--- src/rtl/mdu_pkg.sv ---
// Shared op codes, FSM encodings and iteration count for the iterative multiply/divide unit.
package mdu_pkg;

  localparam logic [2:0] MDU_MULT  = 3'b000;
  localparam logic [2:0] MDU_MULTU = 3'b001;
  localparam logic [2:0] MDU_DIV   = 3'b010;
  localparam logic [2:0] MDU_DIVU  = 3'b011;
  localparam logic [2:0] MDU_MTHI  = 3'b100;
  localparam logic [2:0] MDU_MTLO  = 3'b101;

  localparam logic [1:0] S_IDLE = 2'd0;
  localparam logic [1:0] S_CALC = 2'd1;
  localparam logic [1:0] S_FIX  = 2'd2;

  localparam int ITER_COUNT = 32;

endpackage

--- src/rtl/mdu_sign_fix.sv ---
// Conditional two's-complement negation: whole 2*WIDTH product for multiplies,
// independent per-word negation (quotient/remainder or operand pair) otherwise.
module mdu_sign_fix
  import mdu_pkg::*;
#(
  parameter int WIDTH = 32
) (
  input  logic [2:0]       op,
  input  logic [WIDTH-1:0] mag_hi,
  input  logic [WIDTH-1:0] mag_lo,
  input  logic             neg_hi,
  input  logic             neg_lo,
  output logic [WIDTH-1:0] fix_hi,
  output logic [WIDTH-1:0] fix_lo
);

  logic [2*WIDTH-1:0] prod_s;
  logic [2*WIDTH-1:0] prod_neg_s;
  logic [WIDTH-1:0]   hi_neg_s;
  logic [WIDTH-1:0]   lo_neg_s;

  assign prod_s     = {mag_hi, mag_lo};
  assign prod_neg_s = (~prod_s) + {{(2*WIDTH-1){1'b0}}, 1'b1};
  assign hi_neg_s   = (~mag_hi) + {{(WIDTH-1){1'b0}}, 1'b1};
  assign lo_neg_s   = (~mag_lo) + {{(WIDTH-1){1'b0}}, 1'b1};

  // Select the corrected words according to the op class
  always_comb begin
    fix_hi = mag_hi;
    fix_lo = mag_lo;
    case (op)
      MDU_MULT, MDU_MULTU: begin
        if (neg_lo) begin
          {fix_hi, fix_lo} = prod_neg_s;
        end else begin
          {fix_hi, fix_lo} = prod_s;
        end
      end
      default: begin
        fix_hi = neg_hi ? hi_neg_s : mag_hi;
        fix_lo = neg_lo ? lo_neg_s : mag_lo;
      end
    endcase
  end

endmodule

--- src/rtl/mdu_iterative.sv ---
// Iterative multiply/divide unit: shift-add multiply and restoring divide on
// unsigned magnitudes, one bit per cycle, with sign correction in a final state.
module mdu_iterative
  import mdu_pkg::*;
#(
  parameter int WIDTH = 32
) (
  input  logic             clk,
  input  logic             reset,
  input  logic             start,
  input  logic [2:0]       mduControl,
  input  logic [WIDTH-1:0] var1,
  input  logic [WIDTH-1:0] var2,
  output logic [WIDTH-1:0] hi,
  output logic [WIDTH-1:0] lo,
  output logic             busy,
  output logic             done
);

  localparam logic [4:0] LAST_ITER = 5'(ITER_COUNT - 1);

  logic [1:0]         state_r;
  logic [4:0]         count_r;
  logic [2:0]         op_r;
  logic [2*WIDTH-1:0] acc_r;
  logic [WIDTH-1:0]   opb_r;
  logic               qsign_r;
  logic               rsign_r;
  logic [WIDTH-1:0]   hi_r;
  logic [WIDTH-1:0]   lo_r;
  logic               busy_r;
  logic               done_r;

  logic               signed_op_s;
  logic               neg_a_s;
  logic               neg_b_s;
  logic               div_zero_s;
  logic [WIDTH-1:0]   mag_a_s;
  logic [WIDTH-1:0]   mag_b_s;
  logic [WIDTH:0]     mul_sum_s;
  logic [2*WIDTH-1:0] mul_next_s;
  logic [WIDTH:0]     div_trial_s;
  logic [2*WIDTH-1:0] div_next_s;
  logic [WIDTH-1:0]   fix_hi_s;
  logic [WIDTH-1:0]   fix_lo_s;

  assign signed_op_s = (mduControl == MDU_MULT) || (mduControl == MDU_DIV);
  assign neg_a_s     = signed_op_s & var1[WIDTH-1];
  assign neg_b_s     = signed_op_s & var2[WIDTH-1];
  assign div_zero_s  = (var2 == {WIDTH{1'b0}});

  mdu_sign_fix #(.WIDTH(WIDTH)) u_operand_mag (
    .op     (MDU_DIV),
    .mag_hi (var1),
    .mag_lo (var2),
    .neg_hi (neg_a_s),
    .neg_lo (neg_b_s),
    .fix_hi (mag_a_s),
    .fix_lo (mag_b_s)
  );

  mdu_sign_fix #(.WIDTH(WIDTH)) u_result_fix (
    .op     (op_r),
    .mag_hi (acc_r[2*WIDTH-1:WIDTH]),
    .mag_lo (acc_r[WIDTH-1:0]),
    .neg_hi (rsign_r),
    .neg_lo (qsign_r),
    .fix_hi (fix_hi_s),
    .fix_lo (fix_lo_s)
  );

  // Multiply step: accumulator upper half plus multiplicand when LSB set, then shift right
  assign mul_sum_s  = {1'b0, acc_r[2*WIDTH-1:WIDTH]} + {1'b0, opb_r};
  assign mul_next_s = acc_r[0] ? {mul_sum_s, acc_r[WIDTH-1:1]} : {1'b0, acc_r[2*WIDTH-1:1]};

  // Divide step: remainder sits in the upper half, dividend/quotient bits in the lower half
  assign div_trial_s = acc_r[2*WIDTH-1:WIDTH-1] - {1'b0, opb_r};
  assign div_next_s  = div_trial_s[WIDTH] ? {acc_r[2*WIDTH-2:0], 1'b0}
                                          : {div_trial_s[WIDTH-1:0], acc_r[WIDTH-2:0], 1'b1};

  // FSM, iterative datapath and HI/LO registers
  always_ff @(posedge clk) begin
    if (reset) begin
      state_r <= S_IDLE;
      count_r <= 5'd0;
      op_r    <= 3'd0;
      acc_r   <= {(2*WIDTH){1'b0}};
      opb_r   <= {WIDTH{1'b0}};
      qsign_r <= 1'b0;
      rsign_r <= 1'b0;
      hi_r    <= {WIDTH{1'b0}};
      lo_r    <= {WIDTH{1'b0}};
      busy_r  <= 1'b0;
      done_r  <= 1'b0;
    end else begin
      done_r <= 1'b0;
      case (state_r)
        S_IDLE: begin
          if (start) begin
            case (mduControl)
              MDU_MULT, MDU_MULTU: begin
                op_r    <= mduControl;
                acc_r   <= {{WIDTH{1'b0}}, mag_b_s};
                opb_r   <= mag_a_s;
                qsign_r <= neg_a_s ^ neg_b_s;
                rsign_r <= 1'b0;
                count_r <= 5'd0;
                busy_r  <= 1'b1;
                state_r <= S_CALC;
              end
              MDU_DIV, MDU_DIVU: begin
                // A zero divisor leaves the all-ones quotient uncorrected; the remainder restores var1
                op_r    <= mduControl;
                acc_r   <= {{WIDTH{1'b0}}, mag_a_s};
                opb_r   <= mag_b_s;
                qsign_r <= (neg_a_s ^ neg_b_s) & ~div_zero_s;
                rsign_r <= neg_a_s;
                count_r <= 5'd0;
                busy_r  <= 1'b1;
                state_r <= S_CALC;
              end
              MDU_MTHI: hi_r <= var1;
              MDU_MTLO: lo_r <= var1;
              default: ;
            endcase
          end
        end
        S_CALC: begin
          acc_r <= op_r[1] ? div_next_s : mul_next_s;
          if (count_r == LAST_ITER) begin
            count_r <= 5'd0;
            state_r <= S_FIX;
          end else begin
            count_r <= count_r + 5'd1;
          end
        end
        S_FIX: begin
          hi_r    <= fix_hi_s;
          lo_r    <= fix_lo_s;
          busy_r  <= 1'b0;
          done_r  <= 1'b1;
          state_r <= S_IDLE;
        end
        default: state_r <= S_IDLE;
      endcase
    end
  end

  assign hi   = hi_r;
  assign lo   = lo_r;
  assign busy = busy_r;
  assign done = done_r;

endmodule
--- config.mk ---
export PLATFORM = sky130hd
export DESIGN_NAME = mdu_iterative
export DESIGN_NICKNAME = d
export VERILOG_FILES = /design/src/rtl/mdu_pkg.sv /design/src/rtl/mdu_sign_fix.sv /design/src/rtl/mdu_iterative.sv
export SDC_FILE = /design/constraint.sdc
export NUM_CORES = 1
export LEC_CHECK = 0
export CELL_PAD_IN_SITES_DETAIL_PLACEMENT = 1
export CELL_PAD_IN_SITES_GLOBAL_PLACEMENT = 1
export CORE_ASPECT_RATIO = 1.2
export CORE_MARGIN = 2
export CORE_UTILIZATION = 39
export DETAILED_ROUTE_END_ITERATION = 12
export PLACE_DENSITY = 0.84
export SYNTH_ARGS = -nofsm -noshare
export SYNTH_HDL_FRONTEND = slang
export SYNTH_SLANG_ARGS = --single-unit
--- constraint.sdc ---
create_clock -name clk -period 3.25 [get_ports clk]
set_input_delay 0.4875 -clock clk [delete_from_list [all_inputs] [get_ports clk]]
set_output_delay 0.4875 -clock clk [all_outputs]
set_load 0.02 [all_outputs]
* Word-level counts from Yosys, hierarchy flattened
Cells that the tools add are included.
** Operators by class
- Muxes and demuxes :: 35
- Eq/ne operators :: 15
- $add $sub $neg :: 8
- Reduce and logical (&&, ||, !) cells :: 20
- Bitwise operators :: 10
** Operators by type and width (count)
- 32-bit 2-to-1 mux :: 12
- 64-bit 2-to-1 mux :: 4
- 64-bit one-hot mux with 2 select lines :: 2
- 32-bit one-hot mux with 2 select lines :: 3
- 32-bit by 1-bit adder with 32-bit output (second input constant) :: 4
- 32-bit inverter :: 4
- 64-bit by 1-bit adder with 64-bit output (second input constant) :: 1
- 64-bit inverter :: 1
- 32-bit by 32-bit adder with 33-bit output :: 1
- 33-bit by 32-bit subtractor with 33-bit output :: 1
- 32-bit zero test :: 1
- 3-bit AND reduction :: 8
- 5-bit 2-to-1 mux :: 3
- 5-bit one-hot mux with 2 select lines :: 1
- 3-bit by 1-bit == test with 1-bit output (second input constant) :: 2
- 3-bit by 2-bit == test with 1-bit output (second input constant) :: 2
- 3-bit == test (second input constant) :: 2
- 3-bit zero test :: 2
- 2-bit 2-to-1 mux :: 3
- 2-bit != test (second input constant) :: 3
- 1-bit one-hot mux with 2 select lines :: 3
- 2-bit nonzero test :: 3
- 2-bit OR reduction :: 3
- 5-bit by 1-bit adder with 5-bit output (second input constant) :: 1
- other kinds (13) :: 18
** Word-level totals
- Flip-flop bits (word level) :: 174
- Output and inout bits :: 66
- Bits of input ports :: 70
- Logic and storage cells :: 99

* Depth between registers and ports, before layout
- Depth after elaboration :: 7
- Mapped depth :: 14
- Mapped depth without buffers :: 13

* Cells and area by module
A second synthesis with hierarchy kept.
** Unflattened totals
- Cell total of the unflattened synthesis :: 2137
- Area, all modules :: 15890.2 um2
** Modules (own cells, without submodules)
- mdu_iterative :: area an instance 12146.6 um2, seq. area each 3483.3 um2, cells an instance 1579, times used 1
- mdu_sign_fix :: area an instance 1871.8 um2, seq. area each 0.0 um2, cells an instance 279, times used 2

* Worst setup path after synthesis
No wires, ideal clock.
- Path kind :: register -> register
- Start :: register acc_r[31]
- End :: register acc_r[62]
- Buffers on the path :: 2
- Setup slack :: -0.089 ns
- Required time :: 3.133 ns
- Period minus slack after synthesis :: 3.339 ns
- Setup time :: 0.117 ns
- Data arrival time :: 3.221 ns
- Stages on the path, launching flop included :: 14
- Cells stage by stage :: dfxtp_1 -> inv_1 -> ha_1 -> fa_1 -> nand2b_1 -> a21oi_1 -> o22ai_1 -> o211ai_1 -> a41oi_1 -> xnor2_1 -> clkbuf_1 -> buf_1 -> nand3_1 -> a32o_1
** On the way
- Word-level cells in the longest chain between the ends :: 4
** Ends and longest elaborated chain
- start: declaration :: line mdu_iterative.sv:25 : logic [2*WIDTH-1:0] acc_r;
- start signal: assignment :: line mdu_iterative.sv:87 : acc_r <= {(2*WIDTH){1'b0}};
- start signal: assignment :: line mdu_iterative.sv:103 : acc_r <= {{WIDTH{1'b0}}, mag_b_s};
- start signal: assignment :: line mdu_iterative.sv:114 : acc_r <= {{WIDTH{1'b0}}, mag_a_s};
- 33-bit by 32-bit subtractor with 33-bit output :: line mdu_iterative.sv:77 : assign div_trial_s = acc_r[2*WIDTH-1:WIDTH-1] - {1'b0, opb_r};
- 64-bit 2-to-1 mux :: line mdu_iterative.sv:78 : assign div_next_s = div_trial_s[WIDTH] ? {acc_r[2*WIDTH-2:0], 1'b0}
- 64-bit 2-to-1 mux :: line mdu_iterative.sv:129 : acc_r <= op_r[1] ? div_next_s : mul_next_s;
- 64-bit one-hot mux with 2 select lines :: line mdu_iterative.sv:97 : case (state_r)
Every way passes these cells.
A chain may end at the register's enable or synchronous reset.

* Worst setup path in the final report
- Start :: register acc_r[12]
- End :: register hi_r[11], in the netlist hi[11]
** On the way
- Word-level cells in the longest chain between the ends :: 5
** Ends and longest elaborated chain
- 64-bit inverter :: line mdu_sign_fix.sv:23 : assign prod_neg_s = (~prod_s) + {{(2*WIDTH-1){1'b0}}, 1'b1};
- 64-bit by 1-bit adder with 64-bit output :: line mdu_sign_fix.sv:23
- 32-bit 2-to-1 mux :: line mdu_sign_fix.sv:33 : if (neg_lo) begin
- 32-bit 2-to-1 mux :: line mdu_sign_fix.sv:31 : case (op)
- 32-bit one-hot mux with 2 select lines :: line mdu_iterative.sv:97
- end signal: assignment :: line mdu_iterative.sv:91 : hi_r <= {WIDTH{1'b0}};
- end signal: assignment :: line mdu_iterative.sv:122 : MDU_MTHI: hi_r <= var1;
- end signal: assignment :: line mdu_iterative.sv:138 : hi_r <= fix_hi_s;
- end: declaration :: line mdu_iterative.sv:29 : logic [WIDTH-1:0] hi_r;
Every way passes these cells.

==> flow_summary.toml <==
[outcome]
status = "complete, no violations"

[setup_path]
startpoint = "acc_r[12]$_SDFFE_PP0P_"
cp.arrival_ns = 3.56
cp_max_fo = 6
slowest_stage = "or4_4"
path_depth = 11
cpLargestDelayFamily = "simple AND/OR/NAND/NOR gates"
crit_path_end_kind = "flip-flop"
cp_cell_sequence = "or4_4 > or3_4 > or3_4 > or2_4 > o21ai_2 > a31oi_1 > buf_4 > o31ai_1 > xor2_1 > a21oi_1 > a21o_1"
crit_required_ns = 3.61
startpoint_type = "flip-flop"
slowest_delay_ns = 0.54
rr_worst_depth = 11
cp_common_cell = "or3_4"
path_buf_inv = 1
path_class = "flip-flop to flip-flop"
reg2reg_from = "acc_r[12]$_SDFFE_PP0P_"

[synthesis]
synth-edff-count = 0
syn-num-nets = 2260
synthCells = 2118
yosysUniqueCellTypes = 69
syn_area_mm2 = 0.0148
ys_seq_area_share_pct = 23.4
ys_ff_latch = 173
ys_warn_count = 0
yosys_most_used_dff = "dfxtp_1"
avgSynthCellArea_um2 = 6.98
synth-async-reset-ratio_pct = 0

[power_and_ir_drop]
p_seq_share_pct = 28.6
vdd_drop_max_uv = 338
leakagePower_nw = 7.69
total_power_mw = 8.54
cellPowerDensity_mw_per_mm2 = 444
comb_power_share_pct = 43.1
clock_power_share_pct = 28.3
p_sw_mw = 3.37
netSwitchingFraction_pct = 39.5
power.internal_mw = 5.17

[route]
wl_met3_mm = 4.53
drc = 0
routed_wl_mm = 72.3
routed_via_density = 6.30
drt_iter0_drc = 1729
met2WireLength_mm = 34.4
wl_met1_mm = 27.5
highest-signal-layer = "met4"
ant_nets = 0
via_count = 18070
wl_per_cell_um = 25.2
drt_pass1_iterations = 6

[place]
gp_congestion = 0.977
place_area_mm2 = 0.0181
dp_cells = 2827
hpwlAfterDp_mm = 54.4
port_buffers = 135

[final_layout]
utilization_pct = 51.1
synthToLayoutAreaGrowth_pct = 29.9
fin_nets = 2518
final_layout_size_suffix_gt1_share_pct = 16.4
fill_cells = 4702
fin_area_mm2 = 0.0192
diodes = 0
final_cell_count_no_fill = 2868

[global_routing]
grt-ovfl-total = 0
track_usage_pct = 35.4
grt_pass1_vias = 18479
antenna_found_initial = 0
grt_pass1_wl_mm = 108
grt_max_degree = 78

[clocking]
clock_path_buffers = 2
tritoncts = "built"
h-tree-depth = 4
cts.sinks = 173
clk-insertion-delay-late_ns = 0.46
clkTransAtPathRegs_ns = 0.08
cts-buffers-inserted = 17
cts_root_buffer = "clkbuf_16"

[die]
die_area_mm2 = 0.0395
dieHeight_um = 217
core_mm2 = 0.0376
start_util_pct = 39.4
die_width_um = 182
ios = 136
rows = 78

[hold_path]
min_from = "reset"
hp-class = "primary input to flip-flop"
holdPathStages = 2

[job]
cap_viol_max_count = 0

[sta]
max_slew_margin_pct = 24.7
worstMarginPinSlew_ns = 1.13
min_period_over_period_pct = 98.4
hold_violations = 0
finalClockSkew_ns = 0.0153
post-route-min-period_ns = 3.20
rsz0062_at_grt = "true"
fmax_mhz = 313
tns_ns = 0
setup_violations = 0
report.final.slew_viol_count = 0
synthesized netlist by cell type, drive strengths merged, types with 5 or more instances:
library cell | count | share of area, %
o21a | 7 | 0.36
o31ai | 29 | 1.5
o21bai | 8 | 0.41
o21ai | 162 | 5.5
xor2 | 86 | 5.1
inv | 65 | 1.6
a211oi | 41 | 2.1
a311oi | 18 | 1.1
a2111oi | 8 | 0.48
o41ai | 13 | 0.77
o311ai | 5 | 0.30
dfxtp | 173 | 23
nand4 | 12 | 0.51
a31oi | 21 | 0.89
or3 | 24 | 1.1
nand3 | 48 | 1.6
and3 | 8 | 0.34
nand2 | 277 | 7.0
ha | 70 | 5.9
clkbuf | 133 | 3.4
a21oi | 230 | 7.8
a21o | 20 | 1.0
mux2i | 58 | 3.9
a41oi | 5 | 0.30
nor2b | 13 | 0.55
nor4 | 16 | 0.72
nor3 | 57 | 1.9
buf | 22 | 0.69
xnor2 | 86 | 5.1
a211o | 5 | 0.30
or4 | 18 | 0.94
o211ai | 33 | 1.7
a22oi | 5 | 0.25
or2 | 10 | 0.42
a22o | 14 | 0.83
nor2 | 247 | 6.3
nand2b | 18 | 0.76
o22ai | 7 | 0.30
power by group through the flow:
stage / sequential [mW] / clock (mW) / combinational [mW]
after floorplan: 2.43 / 0 / 1.95
after global placement: 2.46 / 0 / 3.23
after detailed placement: 2.47 / 0 / 3.33
after CTS: 2.42 / 2.40 / 3.46
after global routing: 2.45 / 2.49 / 3.92
final: 2.44 / 2.42 / 3.68
worst register-to-register path, stage by stage (launching register included):
cell     delay, ns
dfxtp_2       0.33
or4_4         0.54
or3_4         0.39
or3_4         0.34
or2_4         0.30
o21ai_2       0.16
a31oi_1       0.12
buf_4         0.16
o31ai_1       0.24
xor2_1        0.26
a21oi_1       0.11
a21o_1        0.17
through the flow:
stage                     worst slack [ns]  hold slack (ns)
after detailed placement            -0.305            0.454
after floorplan                    0.00588            0.429
final                               0.0526            0.376
after CTS                          0.00394            0.366
after global routing               -0.0481            0.393
after global placement              -0.254            0.442
cells by family after synthesis:
logic type	share of synthesized area (%)
flip-flops	23.4
multiplexers	4.08
adder cells (fa/ha/maj)	6.19
AND/OR/NAND/NOR	22.8
XOR/XNOR	10.2
AO/OA/AOI/OAI	27.5
buffers and inverters	5.78
flip-flops by register name, indices dropped and copies added (netlist names), 2 cells and up:
register / cells
lo: 32
opb_r: 32
hi: 32
state_r: 2
op_r: 2
acc_r: 64
count_r: 5
routing by layer:
layer | up-vias | GRT usage [%]
met4 | 0 | 25.9
met1 | 8841 | 40.5
met5 | - | 0
li1 | 8062 | -
met3 | 297 | 4.92
met2 | 870 | 60.3
cell usage in the layout (no fill, tap or decap), drive strengths merged, types with 10 or more instances in the layout:
cell	count
a211oi	41
a21o	20
a21oi	230
a22o	14
a311oi	18
a31oi	21
buf	260
clkbuf	17
clkdlybuf4s50	134
dfxtp	173
ha	70
inv	71
mux2i	58
nand2	277
nand2b	18
nand3	48
nand4	12
nor2	247
nor2b	13
nor3	57
nor4	16
o211ai	33
o21ai	162
o31ai	29
o41ai	13
or2	10
or3	24
or4	18
xnor2	86
xor2	86
repair_timing:
item / CTS / global route
hold buffers: 0 / 0
setup buffers: 4 / 6
pin swaps: 3 / 29
setup endpoints to repair: 32 / 42
resized for setup: 20 / 77
path summary, 6_finish.rpt:
check                         to  slack, ns
max          hi[11]$_SDFFE_PP0P_       0.05
min              done$_SDFF_PP0_       0.38
max reg2reg  hi[11]$_SDFFE_PP0P_       0.05
min reg2reg  hi[29]$_SDFFE_PP0P_       0.47
cell type report:
type / instances / area, µm² / share of cell area, %
clock buffers: 17 / 425 / 2.21
clock inverters: 14 / 229 / 1.19
inverters: 67 / 254 / 1.32
multi-input cells: 1723 / 10800 / 56.3
flip-flops and latches: 173 / 3480 / 18.1
well taps: 480 / 601 / 3.13
repair buffers: 394 / 3410 / 17.8
No activity file was read; power rests on OpenSTA's default activity.
